File: src/rtl/operand_sweep_sequencer.sv
// -----------------------------------------------------------------------------
// operand_sweep_sequencer
//
// Exhaustively sweeps operand pairs (A, B) over 0..LIMIT into an external
// 64-bit adder and compares the adder's 65-bit SUM against an internally
// tracked expected value. Sweep order is row-major (A outer, B inner). Each
// pair is held for SETTLE wait cycles before SUM is sampled in a one-cycle
// CHECK. Mismatches set a sticky error flag and bump a saturating counter.
//
// Parameters
//   LIMIT   highest operand value swept on A and B (1..254)
//   SETTLE  wait cycles between an operand update and SUM sampling (0..15)
//
// Ports
//   clk         clock, all state updates on the rising edge
//   rst         synchronous active-high reset
//   start       sweep request, accepted only in IDLE
//   sum         65-bit adder result, combinational from a and b
//   a, b        registered operands driven to the adder
//   busy        high while in SETTLE or CHECK
//   done        one-cycle pulse in FIN when the sweep completes
//   err         sticky mismatch flag
//   err_count   mismatch count, saturates at 16'hFFFF
//   pair_count  operand pairs checked in the current or last sweep
// -----------------------------------------------------------------------------
module operand_sweep_sequencer #(
  parameter int unsigned LIMIT  = 32,
  parameter int unsigned SETTLE = 1
) (
  input  logic        clk,
  input  logic        rst,
  input  logic        start,
  input  logic [64:0] sum,
  output logic [63:0] a,
  output logic [63:0] b,
  output logic        busy,
  output logic        done,
  output logic        err,
  output logic [15:0] err_count,
  output logic [15:0] pair_count
);

  localparam int unsigned OP_W   = 64;
  localparam int unsigned SUM_W  = 65;
  localparam int unsigned CNT_W  = 4;
  localparam int unsigned STAT_W = 16;

  localparam logic [OP_W-1:0]   LIM_V    = OP_W'(LIMIT);
  localparam logic [CNT_W-1:0]  SETTLE_V = CNT_W'(SETTLE);
  localparam logic [STAT_W-1:0] STAT_MAX = '1;
  localparam bit                NO_WAIT  = (SETTLE == 0);

  typedef enum logic [1:0] {
    S_IDLE   = 2'd0,
    S_SETTLE = 2'd1,
    S_CHECK  = 2'd2,
    S_FIN    = 2'd3
  } state_t;

  state_t             state;
  logic [SUM_W-1:0]   exp_sum;
  logic [CNT_W-1:0]   wait_cnt;
  logic               armed;
  logic               a_at_lim;
  logic               b_at_lim;
  logic               mismatch;

  assign a_at_lim = (a == LIM_V);
  assign b_at_lim = (b == LIM_V);
  assign mismatch = (sum != exp_sum);

  // Status decoded directly from the state register (flop outputs, no input path).
  assign busy = (state == S_SETTLE) || (state == S_CHECK);
  assign done = (state == S_FIN);

  // Sequencer: state, operands, expected sum, wait counter and statistics.
  always_ff @(posedge clk) begin
    if (rst) begin
      state      <= S_IDLE;
      a          <= '0;
      b          <= '0;
      exp_sum    <= '0;
      wait_cnt   <= '0;
      err        <= 1'b0;
      err_count  <= '0;
      pair_count <= '0;
      armed      <= 1'b1;
    end else begin
      // A start level must drop before another sweep can be accepted, so a
      // request held high across a whole sweep does not retrigger it.
      if (!start) begin
        armed <= 1'b1;
      end

      case (state)
        S_IDLE: begin
          if (start && armed) begin
            armed      <= 1'b0;
            a          <= '0;
            b          <= '0;
            exp_sum    <= '0;
            err        <= 1'b0;
            err_count  <= '0;
            pair_count <= '0;
            wait_cnt   <= SETTLE_V;
            state      <= NO_WAIT ? S_CHECK : S_SETTLE;
          end
        end

        S_SETTLE: begin
          // Leaving on a count of 1 makes SETTLE last exactly SETTLE cycles.
          wait_cnt <= wait_cnt - CNT_W'(1);
          if (wait_cnt <= CNT_W'(1)) begin
            state <= S_CHECK;
          end
        end

        S_CHECK: begin
          pair_count <= pair_count + STAT_W'(1);
          if (mismatch) begin
            err <= 1'b1;
            if (err_count != STAT_MAX) begin
              err_count <= err_count + STAT_W'(1);
            end
          end

          if (a_at_lim && b_at_lim) begin
            state <= S_FIN;
          end else begin
            if (!b_at_lim) begin
              b       <= b + OP_W'(1);
              exp_sum <= exp_sum + SUM_W'(1);
            end else begin
              // Row wrap: B returns to 0, so the expected sum is the new A.
              b       <= '0;
              a       <= a + OP_W'(1);
              exp_sum <= SUM_W'(a) + SUM_W'(1);
            end
            wait_cnt <= SETTLE_V;
            state    <= NO_WAIT ? S_CHECK : S_SETTLE;
          end
        end

        S_FIN: begin
          state <= S_IDLE;
        end

        default: begin
          state <= S_IDLE;
        end
      endcase
    end
  end

endmodule

File: config.mk
export PLATFORM = sky130hd
export DESIGN_NAME = operand_sweep_sequencer
export DESIGN_NICKNAME = d
export VERILOG_FILES = /design/src/rtl/operand_sweep_sequencer.sv
export SDC_FILE = /design/constraint.sdc
export NUM_CORES = 1
export LEC_CHECK = 0
export CAP_MARGIN = 5
export CORE_ASPECT_RATIO = 0.75
export CORE_UTILIZATION = 55
export CTS_BUF_LIST = sky130_fd_sc_hd__clkbuf_16
export CTS_CLUSTER_DIAMETER = 40
export DETAILED_ROUTE_END_ITERATION = 12
export PLACE_DENSITY_LB_ADDON = 0.1
export SETUP_SLACK_MARGIN = 0.1
export SLEW_MARGIN = 20
export SYNTH_ARGS = -nofsm -noshare
export SYNTH_HDL_FRONTEND = slang
export SYNTH_SLANG_ARGS = --single-unit
File: constraint.sdc
create_clock -name clk -period 6.15 [get_ports clk]
set_input_delay 1.5375 -clock clk [delete_from_list [all_inputs] [get_ports clk]]
set_output_delay 1.5375 -clock clk [all_outputs]
set_load 0.01 [all_outputs]
==> impl_summary.txt <==
----------------------------------------------------
[Synth]
  Post-synthesis area per instance ... 7.461 sq um
  Synthesized flop and latch total ... 233
  EDFF count, synth ... 0
  Mux cell area share after synthesis ... 2.626%
  Post-Synth Simple-Gate Area ... 33.67%
  Adder-cell area share of the yosys netlist ... 1.091%
  Post-synthesis compound-gate area fraction ... 13.19%
  Total number of yosys warnings ... 0
  Number of instances in the synthesized netlist ... 1,999
  Parity-gate share of the synthesized area counting xor and xnor cells ... 13.04%
  Share of flip-flops with an asynchronous set or reset ... 0%
  Register area share after synthesis ... 31.28%
  Number of distinct library cell variants in the gate-level netlist after synthesis ... 80
  Synth area leaders ... sky130_fd_sc_hd__dfxtp_1, sky130_fd_sc_hd__xor2_1, sky130_fd_sc_hd__nor2_1
  Most area-hungry cell type in the Yosys netlist ... sky130_fd_sc_hd__dfxtp_1
  Top_reg_cell synth ... sky130_fd_sc_hd__dfxtp_1
  Post-synthesis net count ... 2,080
  Synth top area share ... 31.28%
  Main combinational cell family by area after synthesis ... simple AND/OR/NAND/NOR gates
  Post-synthesis instance area ... 14,910 sq um

[Critical path]
  Sort of element at the start of the critical path ... flip-flop
  Crit Path Max Fanout ... 38
  Arrival time of the worst setup path ... 5970 ps
  Endpoint of the worst register-to-register path ... exp_sum[62]$_SDFFE_PP0P_
  Crit path required time ... 6630 ps
  Element type at the critical path end ... flip-flop
  Worst flop-to-flop path startpoint ... b[42]$_SDFFE_PP0P_
  Register-to-Register Setup Slack ... 660 ps
  Worst setup path category ... flip-flop to flip-flop
  Worst-case reg-to-reg path depth ... 14

[Layout]
  Diodes inserted ... 0
  Count of placed standard cells in the final layout, fillers left out ... 2,514
  Most common cell after layout, fill and taps aside ... sky130_fd_sc_hd__nor2_1
  Leading cell types in the layout, fill and taps excluded ... sky130_fd_sc_hd__nor2_1, sky130_fd_sc_hd__dfxtp_1, sky130_fd_sc_hd__clkdlybuf4s50_1
  Nets ... 2,228
  Fraction of final layout cells sized beyond drive strength 1 ... 5.714%
  Relative area change from synthesis to final layout ... 23.61%

[Global route]
  First-pass GRT wire length ... 86.55 mm
  Number of global-route vias before repair ... 14,570
  Initial antenna violation count ... 0
  Overall overflow remaining after global route ... 0
  GRT Resource Usage Total ... 40.60%
  Largest net degree at the start of global routing ... 92

[Placement]
  Placement-stage worst setup slack ... 834.1 ps
  Post-detailed-placement half-perimeter wirelength ... 42.02 mm
  I/O Buffers ... 230
  GP Congestion ... 1.009
  Cell Count Post-Placement ... 2,457

[Route]
  Remaining design rule violation count ... 0
  Post-DR vias/cell ... 6.564
  Sum of routed wire length over all layers ... 57.82 mm
  Post-detailed-route wirelength per cell ... 23.00 um
  Post-route antenna net violation count ... 0
  Number of detailed-route iterations in the first pass ... 7
  Via Count ... 16,500
  Iteration-0 DRC count of the detailed router ... 2,222

[Clocking]
  Max clock buf depth ... 3
  Clock slew at the register clock pins of the worst setup and hold paths ... 60 ps
  Number of buffers created by CTS ... 31
  TritonCTS Sinks ... 233
  Clock root buffer ... sky130_fd_sc_hd__clkbuf_16
  Post-CTS Setup Repair Bufs ... 0
  Clock latency reported for the late side of the worst-skew pair ... 570 ps
  TritonCTS clock tree ... yes
  CTS resizes ... 0
  Hold buffer count at cts ... 0
  H-tree Lvls ... 1

[STA]
  Number of endpoints with negative hold slack in the final report ... 0
  Slew headroom ... 14.96%
  Final critical delay including setup and external delays ... 5492 ps
  Ratio of final minimum period to clock period ... 89.30%
  Setup Skew ... 13.26 ps
  PnR worst setup slack ... 658.1 ps
  Unrepaired setup endpoints after global routing ... no
  Maximum clock rate ... 182.1 MHz
  Max-slew violation count ... 0
  Actual transition at the worst max-transition pin ... 1264 ps
  Total negative slack ... 0 ps
  Final-report setup violation count ... 0

[Die]
  Initial Utilization ... 56.73%
  Die area ... 27,790 sq um
  Io pins ... 231
  Floorplan core area ... 26,290 sq um
  Horizontal extent of the die ... 192.1 um
  Height of the chip ... 144.6 um
  Cell Rows ... 51

[Worst hold path]
  HP Class ... flip-flop to flip-flop
  Worst-case hold path end point ... err$_SDFFE_PP0P_
  Number of cells on the worst hold path ... 2
  Hold Startpoint ... err$_SDFFE_PP0P_

[Pwr]
  Pwr per Cell Area ... 235.7 nW/um^2
  Max VDD drop ... 0.3075 mV
  Overall power after layout ... 4.345 mW
  Leakage ... 6.258 nW

[Run]
  Max-capacitance violation count ... 0

[Status]
  Status ... complete, no violations

----------------------------------------------------
-- layer usage --
| layer | share of wire, % | global-route usage [%] |
|---|---|---|
| met2 | 41 | 57.25 |
| met4 | 3.1 | 11.89 |
| met3 | 14 | 11.48 |
| met1 | 42 | 59.12 |
| met5 | 0 | 0 |
-- Yosys cell counts, drive strengths merged, types with 10 or more instances --
cell	n
a21oi	87
a22oi	18
and2	15
and3	54
and4	16
buf	31
clkbuf	108
dfxtp	233
ha	13
inv	55
mux2i	29
nand2	169
nand2b	16
nand3	135
nand4	95
nor2	263
nor2b	15
nor3	64
nor4	71
o21ai	127
or3	36
or4	10
xnor2	90
xor2	132
-- flip-flops by register name, summed over array words and instances, names as in the netlist --
| register | cells |
|---|---|
| exp_sum | 65 |
| a | 64 |
| b | 64 |
| err_count | 16 |
| pair_count | 16 |
| wait_cnt | 4 |
| state | 2 |
| armed | 1 |
| err | 1 |
-- report_power, final --
| part | leakage [nW] | switching, mW | internal (mW) |
|---|---|---|---|
| clock network | 0.525 | 0.753 | 1.18 |
| registers | 1.88 | 0.0241 | 1.53 |
| logic | 3.86 | 0.606 | 0.250 |
-- per-stage QoR --
stage / utilization, % / cell area [sq um] / hold WS, ps
detailed placement: 65.85 / 17310 / 471.8
CTS: 70.00 / 18400 / 485.4
global placement: 65.85 / 17310 / 458.1
global route: 70.12 / 18440 / 522.2
finish: 70.12 / 18440 / 485.5
floorplan: - / 14910 / 445.9
-- area by class of cell --
cell class                 instances  area, sq um
inverter                          55        206.4
clock buffer                      31        775.7
fill                            2227         7855
clock inverter                    25        315.3
timing repair buffer             254         2515
sequential                       233         4664
tap                              344        430.4
multi-input combinational       1572         9528
-- how the worst max path moves through the flow --
stage | start | endpoint | slack, ps | cells past startpoint
final | b[42]$_SDFFE_PP0P_ | exp_sum[62]$_SDFFE_PP0P_ | 660 | 14
after global routing | b[41]$_SDFFE_PP0P_ | exp_sum[62]$_SDFFE_PP0P_ | 360 | 14
after CTS | b[42]$_SDFFE_PP0P_ | exp_sum[62]$_SDFFE_PP0P_ | 800 | 14
after detailed placement | b[42]$_SDFFE_PP0P_ | exp_sum[62]$_SDFFE_PP0P_ | 830 | 14
after global placement | b[42]$_SDFFE_PP0P_ | exp_sum[62]$_SDFFE_PP0P_ | 1000 | 14
after floorplan | b[0]$_SDFFE_PP0P_ | exp_sum[56]$_SDFFE_PP0P_ | 1570 | 18
-- cell families (layout without fill, tap and decap cells) --
logic type,count (synthesis),in the layout
buf+inv,194,365
flops,233,233
compound gates,318,318
mux,38,38
fa+ha+maj,13,13
xor+xnor,222,222
simple gates,981,981
-- critical path: stages (launching register included) --
cell and delay [ps]:
sky130_fd_sc_hd__dfxtp_1 380, sky130_fd_sc_hd__nor4_1 880, sky130_fd_sc_hd__nand4_1 320, sky130_fd_sc_hd__or4_4 840, sky130_fd_sc_hd__o21ai_0 340, sky130_fd_sc_hd__ha_1 330, sky130_fd_sc_hd__nand3_1 210, sky130_fd_sc_hd__nor4_4 390
sky130_fd_sc_hd__nand3_1 320, sky130_fd_sc_hd__nor4_1 250, sky130_fd_sc_hd__buf_4 170, sky130_fd_sc_hd__o221ai_1 210, sky130_fd_sc_hd__or4_1 460, sky130_fd_sc_hd__and3_1 190, sky130_fd_sc_hd__o21ai_0 70
Note: power is estimated with default switching activity, not from simulation.
